$ cat config.mk
export PLATFORM = sky130hd
export DESIGN_NAME = timer_module_nch
export DESIGN_NICKNAME = d
export VERILOG_FILES = /design/src/rtl/timer_module_nch.sv
export SDC_FILE = /design/constraint.sdc
export NUM_CORES = 1
export LEC_CHECK = 0
export ABC_AREA = 0
export ABC_CLOCK_PERIOD_IN_PS = 17300
export CAP_MARGIN = 0
export CELL_PAD_IN_SITES_DETAIL_PLACEMENT = 0
export CELL_PAD_IN_SITES_GLOBAL_PLACEMENT = 2
export CORE_MARGIN = 2
export CORE_UTILIZATION = 30
export CTS_BUF_LIST = sky130_fd_sc_hd__clkbuf_8
export DETAILED_ROUTE_END_ITERATION = 7
export PLACE_DENSITY_LB_ADDON = 0.25
export SETUP_SLACK_MARGIN = 0.1
export SYNTH_ARGS = -nofsm -noshare
export SYNTH_HDL_FRONTEND = slang
export SYNTH_SLANG_ARGS = --single-unit
$ cat constraint.sdc
create_clock -name clk_i -period 17.3 [get_ports clk_i]
set_clock_uncertainty 0.2 [all_clocks]
set_input_delay 5.19 -clock clk_i [delete_from_list [all_inputs] [get_ports clk_i]]
set_output_delay 5.19 -clock clk_i [all_outputs]
set_load 0.01 [all_outputs]
$ cat src/rtl/timer_module_nch.sv
// Advanced timer: prescaled up/sawtooth or up-down counter with shadowed
// configuration, one-shot mode and N_CH compare/PWM channels with match events.
module timer_module_nch #(
    parameter int CNT_WIDTH   = 16,
    parameter int N_CH        = 4,
    parameter int N_EXTSIG    = 32,
    parameter int PRESC_WIDTH = 8
) (
    input  logic                          clk_i,
    input  logic                          rst_i,
    input  logic                          cfg_start_i,
    input  logic                          cfg_stop_i,
    input  logic                          cfg_rst_i,
    input  logic                          cfg_update_i,
    input  logic                          cfg_oneshot_i,
    input  logic                          cfg_sawtooth_i,
    input  logic [2:0]                    cfg_mode_i,
    input  logic [$clog2(N_EXTSIG)-1:0]   cfg_sel_i,
    input  logic [PRESC_WIDTH-1:0]        cfg_presc_i,
    input  logic [CNT_WIDTH-1:0]          cfg_cnt_start_i,
    input  logic [CNT_WIDTH-1:0]          cfg_cnt_end_i,
    input  logic [N_CH*CNT_WIDTH-1:0]     cfg_comp_i,
    input  logic [N_CH*3-1:0]             cfg_comp_op_i,
    input  logic [N_EXTSIG-1:0]           signal_i,
    output logic [CNT_WIDTH-1:0]          counter_o,
    output logic [N_CH-1:0]               pwm_o,
    output logic [N_CH-1:0]               evt_o,
    output logic                          ovf_o,
    output logic                          running_o
);
    localparam int SEL_W = $clog2(N_EXTSIG);

    typedef enum logic {IDLE = 1'b0, RUN = 1'b1} state_t;

    state_t                     state_q, state_d;
    logic                       oneshot_q, oneshot_d;
    logic                       saw_q, saw_d;
    logic [2:0]                 mode_q, mode_d;
    logic [SEL_W-1:0]           sel_q, sel_d;
    logic [PRESC_WIDTH-1:0]     presc_q, presc_d;
    logic [CNT_WIDTH-1:0]       cnt_start_q, cnt_start_d;
    logic [CNT_WIDTH-1:0]       cnt_end_q, cnt_end_d;
    logic [N_CH*CNT_WIDTH-1:0]  comp_q, comp_d;
    logic [N_CH*3-1:0]          op_q, op_d;
    logic [PRESC_WIDTH-1:0]     pcnt_q, pcnt_d;
    logic [CNT_WIDTH-1:0]       cnt_q, cnt_d;
    logic                       dir_down_q, dir_down_d;
    logic                       pend_q, pend_d;
    logic [N_CH-1:0]            pwm_q, pwm_d;
    logic [N_CH-1:0]            evt_q, evt_d;
    logic                       ovf_q, ovf_d;
    logic [2:0]                 sync_q, sync_d;

    logic [CNT_WIDTH-1:0]       adv_cnt;
    logic                       adv_pe;
    logic                       adv_down;
    logic                       updown;
    logic [N_CH-1:0]            ch_pwm;
    logic [N_CH-1:0]            ch_evt;
    logic                       tick;
    logic                       start_go;
    logic                       load_cfg;

    // Counter value an advance would produce; out-of-range values snap to the
    // nearest period boundary so a reconfigured counter can never run away.
    always_comb begin
        updown   = !saw_q && (cnt_start_q < cnt_end_q);
        adv_cnt  = cnt_q + 1'b1;
        adv_pe   = 1'b0;
        adv_down = 1'b0;
        if (!updown) begin
            if (cnt_q >= cnt_end_q) begin
                adv_cnt = cnt_start_q;
                adv_pe  = 1'b1;
            end
        end else if (!dir_down_q) begin
            if (cnt_q >= cnt_end_q - 1'b1) begin
                adv_cnt  = cnt_end_q;
                adv_pe   = 1'b1;
                adv_down = 1'b1;
            end
        end else begin
            adv_down = 1'b1;
            adv_cnt  = cnt_q - 1'b1;
            if (cnt_q <= cnt_start_q + 1'b1) begin
                adv_cnt  = cnt_start_q;
                adv_pe   = 1'b1;
                adv_down = 1'b0;
            end
        end
    end

    generate
        for (genvar gi = 0; gi < N_CH; gi++) begin : g_ch
            logic [2:0] ch_op;
            logic       ch_hit;
            logic       pwm_nx;
            always_comb begin
                ch_op  = op_q[gi*3 +: 3];
                ch_hit = (adv_cnt == comp_q[gi*CNT_WIDTH +: CNT_WIDTH]);
                pwm_nx = pwm_q[gi];
                // End action first so a coincident match has the final say.
                if (adv_pe) begin
                    case (ch_op)
                        3'd1, 3'd2: pwm_nx = 1'b0;
                        3'd5, 3'd6: pwm_nx = 1'b1;
                        default:    pwm_nx = pwm_nx;
                    endcase
                end
                if (ch_hit) begin
                    case (ch_op)
                        3'd0, 3'd2:       pwm_nx = 1'b1;
                        3'd1, 3'd3, 3'd5: pwm_nx = ~pwm_nx;
                        3'd4, 3'd6:       pwm_nx = 1'b0;
                        default:          pwm_nx = pwm_nx;
                    endcase
                end
            end
            assign ch_pwm[gi] = pwm_nx;
            assign ch_evt[gi] = ch_hit;
        end
    endgenerate

    always_comb begin
        state_d     = state_q;
        oneshot_d   = oneshot_q;
        saw_d       = saw_q;
        mode_d      = mode_q;
        sel_d       = sel_q;
        presc_d     = presc_q;
        cnt_start_d = cnt_start_q;
        cnt_end_d   = cnt_end_q;
        comp_d      = comp_q;
        op_d        = op_q;
        pcnt_d      = pcnt_q;
        cnt_d       = cnt_q;
        dir_down_d  = dir_down_q;
        pend_d      = pend_q;
        pwm_d       = pwm_q;
        evt_d       = '0;
        ovf_d       = 1'b0;
        sync_d      = {sync_q[1:0], signal_i[sel_q]};
        load_cfg    = 1'b0;
        start_go    = (state_q == IDLE) && cfg_start_i && !cfg_stop_i;

        tick = 1'b0;
        case (mode_q)
            3'd0:    tick = 1'b1;
            3'd1:    tick = sync_q[1];
            3'd2:    tick = sync_q[1] & ~sync_q[2];
            3'd3:    tick = ~sync_q[1] & sync_q[2];
            3'd4:    tick = sync_q[1] ^ sync_q[2];
            default: tick = 1'b0;
        endcase

        if (cfg_update_i) begin
            if (state_q == IDLE) begin
                load_cfg = 1'b1;
                pend_d   = 1'b0;
            end else begin
                pend_d   = 1'b1;
            end
        end

        if ((state_q == RUN) && cfg_stop_i) begin
            state_d = IDLE;
        end else if (start_go) begin
            state_d    = RUN;
            load_cfg   = 1'b1;
            pend_d     = 1'b0;
            cnt_d      = cfg_cnt_start_i;
            pcnt_d     = '0;
            dir_down_d = 1'b0;
        end else if (cfg_rst_i) begin
            cnt_d      = cnt_start_q;
            pcnt_d     = '0;
            dir_down_d = 1'b0;
            pwm_d      = '0;
        end else if ((state_q == RUN) && tick) begin
            if (pcnt_q < presc_q) begin
                pcnt_d = pcnt_q + 1'b1;
            end else begin
                pcnt_d     = '0;
                cnt_d      = adv_cnt;
                dir_down_d = adv_down;
                pwm_d      = ch_pwm;
                evt_d      = ch_evt;
                ovf_d      = adv_pe;
                if (adv_pe && pend_q) begin
                    load_cfg = 1'b1;
                    pend_d   = 1'b0;
                end
                if (adv_pe && oneshot_q) begin
                    state_d = IDLE;
                    cnt_d   = cnt_start_q;
                end
            end
        end

        if (load_cfg) begin
            oneshot_d   = cfg_oneshot_i;
            saw_d       = cfg_sawtooth_i;
            mode_d      = cfg_mode_i;
            sel_d       = cfg_sel_i;
            presc_d     = cfg_presc_i;
            cnt_start_d = cfg_cnt_start_i;
            cnt_end_d   = cfg_cnt_end_i;
            comp_d      = cfg_comp_i;
            op_d        = cfg_comp_op_i;
        end
    end

    always_ff @(posedge clk_i or posedge rst_i) begin
        if (rst_i) begin
            state_q     <= IDLE;
            oneshot_q   <= 1'b0;
            saw_q       <= 1'b0;
            mode_q      <= '0;
            sel_q       <= '0;
            presc_q     <= '0;
            cnt_start_q <= '0;
            cnt_end_q   <= '0;
            comp_q      <= '0;
            op_q        <= '0;
            pcnt_q      <= '0;
            cnt_q       <= '0;
            dir_down_q  <= 1'b0;
            pend_q      <= 1'b0;
            pwm_q       <= '0;
            evt_q       <= '0;
            ovf_q       <= 1'b0;
            sync_q      <= '0;
        end else begin
            state_q     <= state_d;
            oneshot_q   <= oneshot_d;
            saw_q       <= saw_d;
            mode_q      <= mode_d;
            sel_q       <= sel_d;
            presc_q     <= presc_d;
            cnt_start_q <= cnt_start_d;
            cnt_end_q   <= cnt_end_d;
            comp_q      <= comp_d;
            op_q        <= op_d;
            pcnt_q      <= pcnt_d;
            cnt_q       <= cnt_d;
            dir_down_q  <= dir_down_d;
            pend_q      <= pend_d;
            pwm_q       <= pwm_d;
            evt_q       <= evt_d;
            ovf_q       <= ovf_d;
            sync_q      <= sync_d;
        end
    end

    assign counter_o = cnt_q;
    assign pwm_o     = pwm_q;
    assign evt_o     = evt_q;
    assign ovf_o     = ovf_q;
    assign running_o = (state_q == RUN);

endmodule

==> reports/summary.txt <==
Outcome = complete, no violations
RR Endpoint = pwm_o[3]
Synth cell types = 83
Combinational family with the most area after synthesis = compound AO/OA/AOI/OAI gates
Full die area = 43600 sq um
Top cells by area, synth = dfrtp_1, mux2_2, ha_1, xnor2_1, xor2_1
CTS buffer count = 17
Slew margin rel. = 26.7%
Std-Cell Rows = 75
Clk Tree Root Cell = clkbuf_8
CTS Buffer Depth = 2
Critical Path AT = 8.29 ns
GR Overflow Total = 0
Crit end category = flip-flop
First-pass GRT wire length = 70.8 mm
Largest area contributor in the netlist = dfrtp_1
Most common library cells after synthesis = dfrtp_1, mux2_2, nand2_1, ha_1, nor2_1
TritonRoute pass-1 iters = 6
Die Wd = 209 microns
IO buf count = 189
Synthesis Warnings = 0
Routability cong. = 0.885
Initial core utilization = 30.2%
Diode count = 0
Final setup viols = 0
Peak supply drop = 58.3 uV
Via/cell ratio = 5.50
Hold WC Path Type = reg2reg
I/O pins = 190
Synth Area in Simple Gates = 15.6%
Most frequent cell after synthesis = dfrtp_1
Number of clock sinks = 165
RSZ-0062 raised after global routing = false
Register bit total from synthesis = 165
CP endpoint = dir_down_q
Adder-Cell Fraction of Synth Area = 7.66%
Post-Synthesis Cells = 1324
Reg-to-reg slack, setup = 10.80 ns
Final ANT Viol Nets = 0
Top cell type's share of synthesized area = 32.8%
Crit path from = cfg_start_i
Layout area overhead = 22.3%
Xor/xnor share of the synthesized area = 7.59%
Total Power = 0.00239 W
DRC Markers = 0
FF-to-FF Start = cnt_end_q[3]
Setup TNS = 0 ns
Worst slew pin tran = 1.09 ns
Htree depth = 4
CTS tree = built
Post-synthesis compound-gate area fraction = 17.0%
Largest net degree at the start of global routing = 80
CTS Hold Buffers Added = 0
Number of synthesized flops with an enable pin = 0
Hold Vio Cnt, Final = 0
Post-CTS Resized = 0
HPWL Detailed = 35.9 mm
Ys flop type = dfrtp_1
Post-synthesis mux area share = 15.7%
Syn_area_per_cell = 9.50 sq um
Die H = 209 microns
Total GRT Usage = 21.6%
Leak = 6.12 nW
Fin area = 15400 sq um
Area after DPL = 15000 sq um
Antenna violations before repair = 4
Vias in the first global route = 11000
Max-Cap Viols = 0
Fillers = 4362
Final Max Tran Viols = 0
Crit Path Class = in2reg
Nets = 1721
Worst-path clk slew = 0.09 ns
Crit-path max FO = 35
Fraction of final layout cells sized beyond drive strength 1 = 15.0%
Fin crit share = 46.9%
Final Critical Period = 8.11 ns
Vias = 11200
Postcts setup bufs = 0
Post-synthesis async set-or-reset flop share = 100%
DR WL/cell = 23.1 microns
Clk_lat worst skew = 0.50 ns
Starting DRC count in detailed routing = 887
Mapped Area = 12600 sq um
Final WL = 46.9 mm
PD cells = 155 nW/um^2
Worst EP required = 17.48 ns
Setup crit start kind = input pin
R2r worst-path depth = 18
FMAX = 123 MHz
Sequential area share after synthesis = 32.8%
Syn Nets = 1565
Core area = 41700 sq um
## cells in the final DEF, fill, tap and decap left out, types with 5 or more instances in the layout
cell type	synthesis	routed
a21oi_1	73	72
mux2_2	138	138
nand2_1	85	85
or3_1	14	14
xnor2_1	63	63
inv_1	47	47
nor2_1	75	75
o31ai_1	8	8
o21a_1	13	13
o21ai_1	8	8
a22oi_1	6	6
clkdlybuf4s50_1	0	189
nor2b_1	9	8
mux2i_1	18	18
nand2b_1	11	11
o22ai_1	12	11
a221oi_1	7	7
mux4_2	10	10
a31oi_1	11	11
or2_2	8	8
nand3b_1	9	9
and2_1	9	9
nor3_1	22	22
o221ai_1	7	7
and3_1	17	17
nand3_1	46	46
buf_4	0	18
and4_1	8	8
nand4_1	25	25
o211ai_1	15	15
nor4_1	14	14
ha_1	77	77
a21o_1	12	12
dfrtp_1	165	165
a211oi_1	18	18
xor2_1	46	46
o21ai_0	60	60
o22a_1	5	5
clkbuf_8	0	17
## final cells by class
cell class / instances / area [sq um] / area share (%)
well taps: 539 / 674 / 4.38
repair buffers: 207 / 2030 / 13.2
clock buffers: 17 / 234 / 1.52
multi-input cells: 1042 / 8010 / 52.1
inverters: 47 / 181 / 1.18
clock inverters: 15 / 123 / 0.797
flip-flops and latches: 165 / 4130 / 26.8
## flip-flops by register name, indices dropped and copies added (netlist names), 3 cells and up
signal and cells:
counter_o 16, pcnt_q 8, cnt_start_q 16, pwm_o 4, mode_q 3, cnt_end_q 16, evt_o 4, sync_q 3
op_q 12, presc_q 8, comp_q 64, sel_q 5
## report_power, final
group	internal, W	leakage, nW	switching (W)	total [W]
Sequential	0.000458	1.98	0.000183	0.000641
Clock	0.000103	0.180	0.000170	0.000272
Combinational	0.000598	3.97	0.000874	0.00147
Total	0.00116	6.12	0.00123	0.00239
## per-stage QoR
step                      hold WS, ns  util [%]  worst slack [ns]  cells
after floorplan                 0.131         -              7.45   1324
after global placement          0.134      36.1              8.76   2000
after detailed placement        0.136      36.1              8.72   2000
after CTS                       0.158      36.9              9.25   2032
after global routing            0.178      36.9              8.84   2032
final                           0.157      36.9              9.19   2032
## logic make-up after synthesis
group,count (synthesis)
xor gates and xnor gates,109
adders and majority gates,77
DFF,165
muxes,167
and+or+nand+nor,375
AOI/OAI and AO/OA,314
buffers and inverters,117
## layer usage
layer,GRT usage (%),up-vias,share of wire [%]
met5,0,-,0.11
met4,6.16,8,2.4
met3,4.76,62,6.8
met2,35.1,379,46
met1,28.9,5477,44
li1,-,5248,-
## how the worst min path moves through the flow
| stage | end | from | cells after the start |
|---|---|---|---|
| final | sync_q[1] | sync_q[0] | 0 |
| after global routing | sync_q[1] | sync_q[0] | 0 |
| after CTS | sync_q[1] | sync_q[0] | 0 |
| after detailed placement | sync_q[1] | sync_q[0] | 0 |
| after global placement | sync_q[1] | sync_q[0] | 0 |
| after floorplan | sync_q[1] | sync_q[0] | 0 |
## worst max-delay path: stages
cell,delay [ns]
clkdlybuf4s50_1,0.46
nor2b_1,0.18
nor2b_2,0.16
buf_4,0.34
nor2_1,0.14
a22oi_1,0.54
nand2_1,0.73
o41ai_1,0.54
Note: power is estimated with default switching activity, not from simulation.
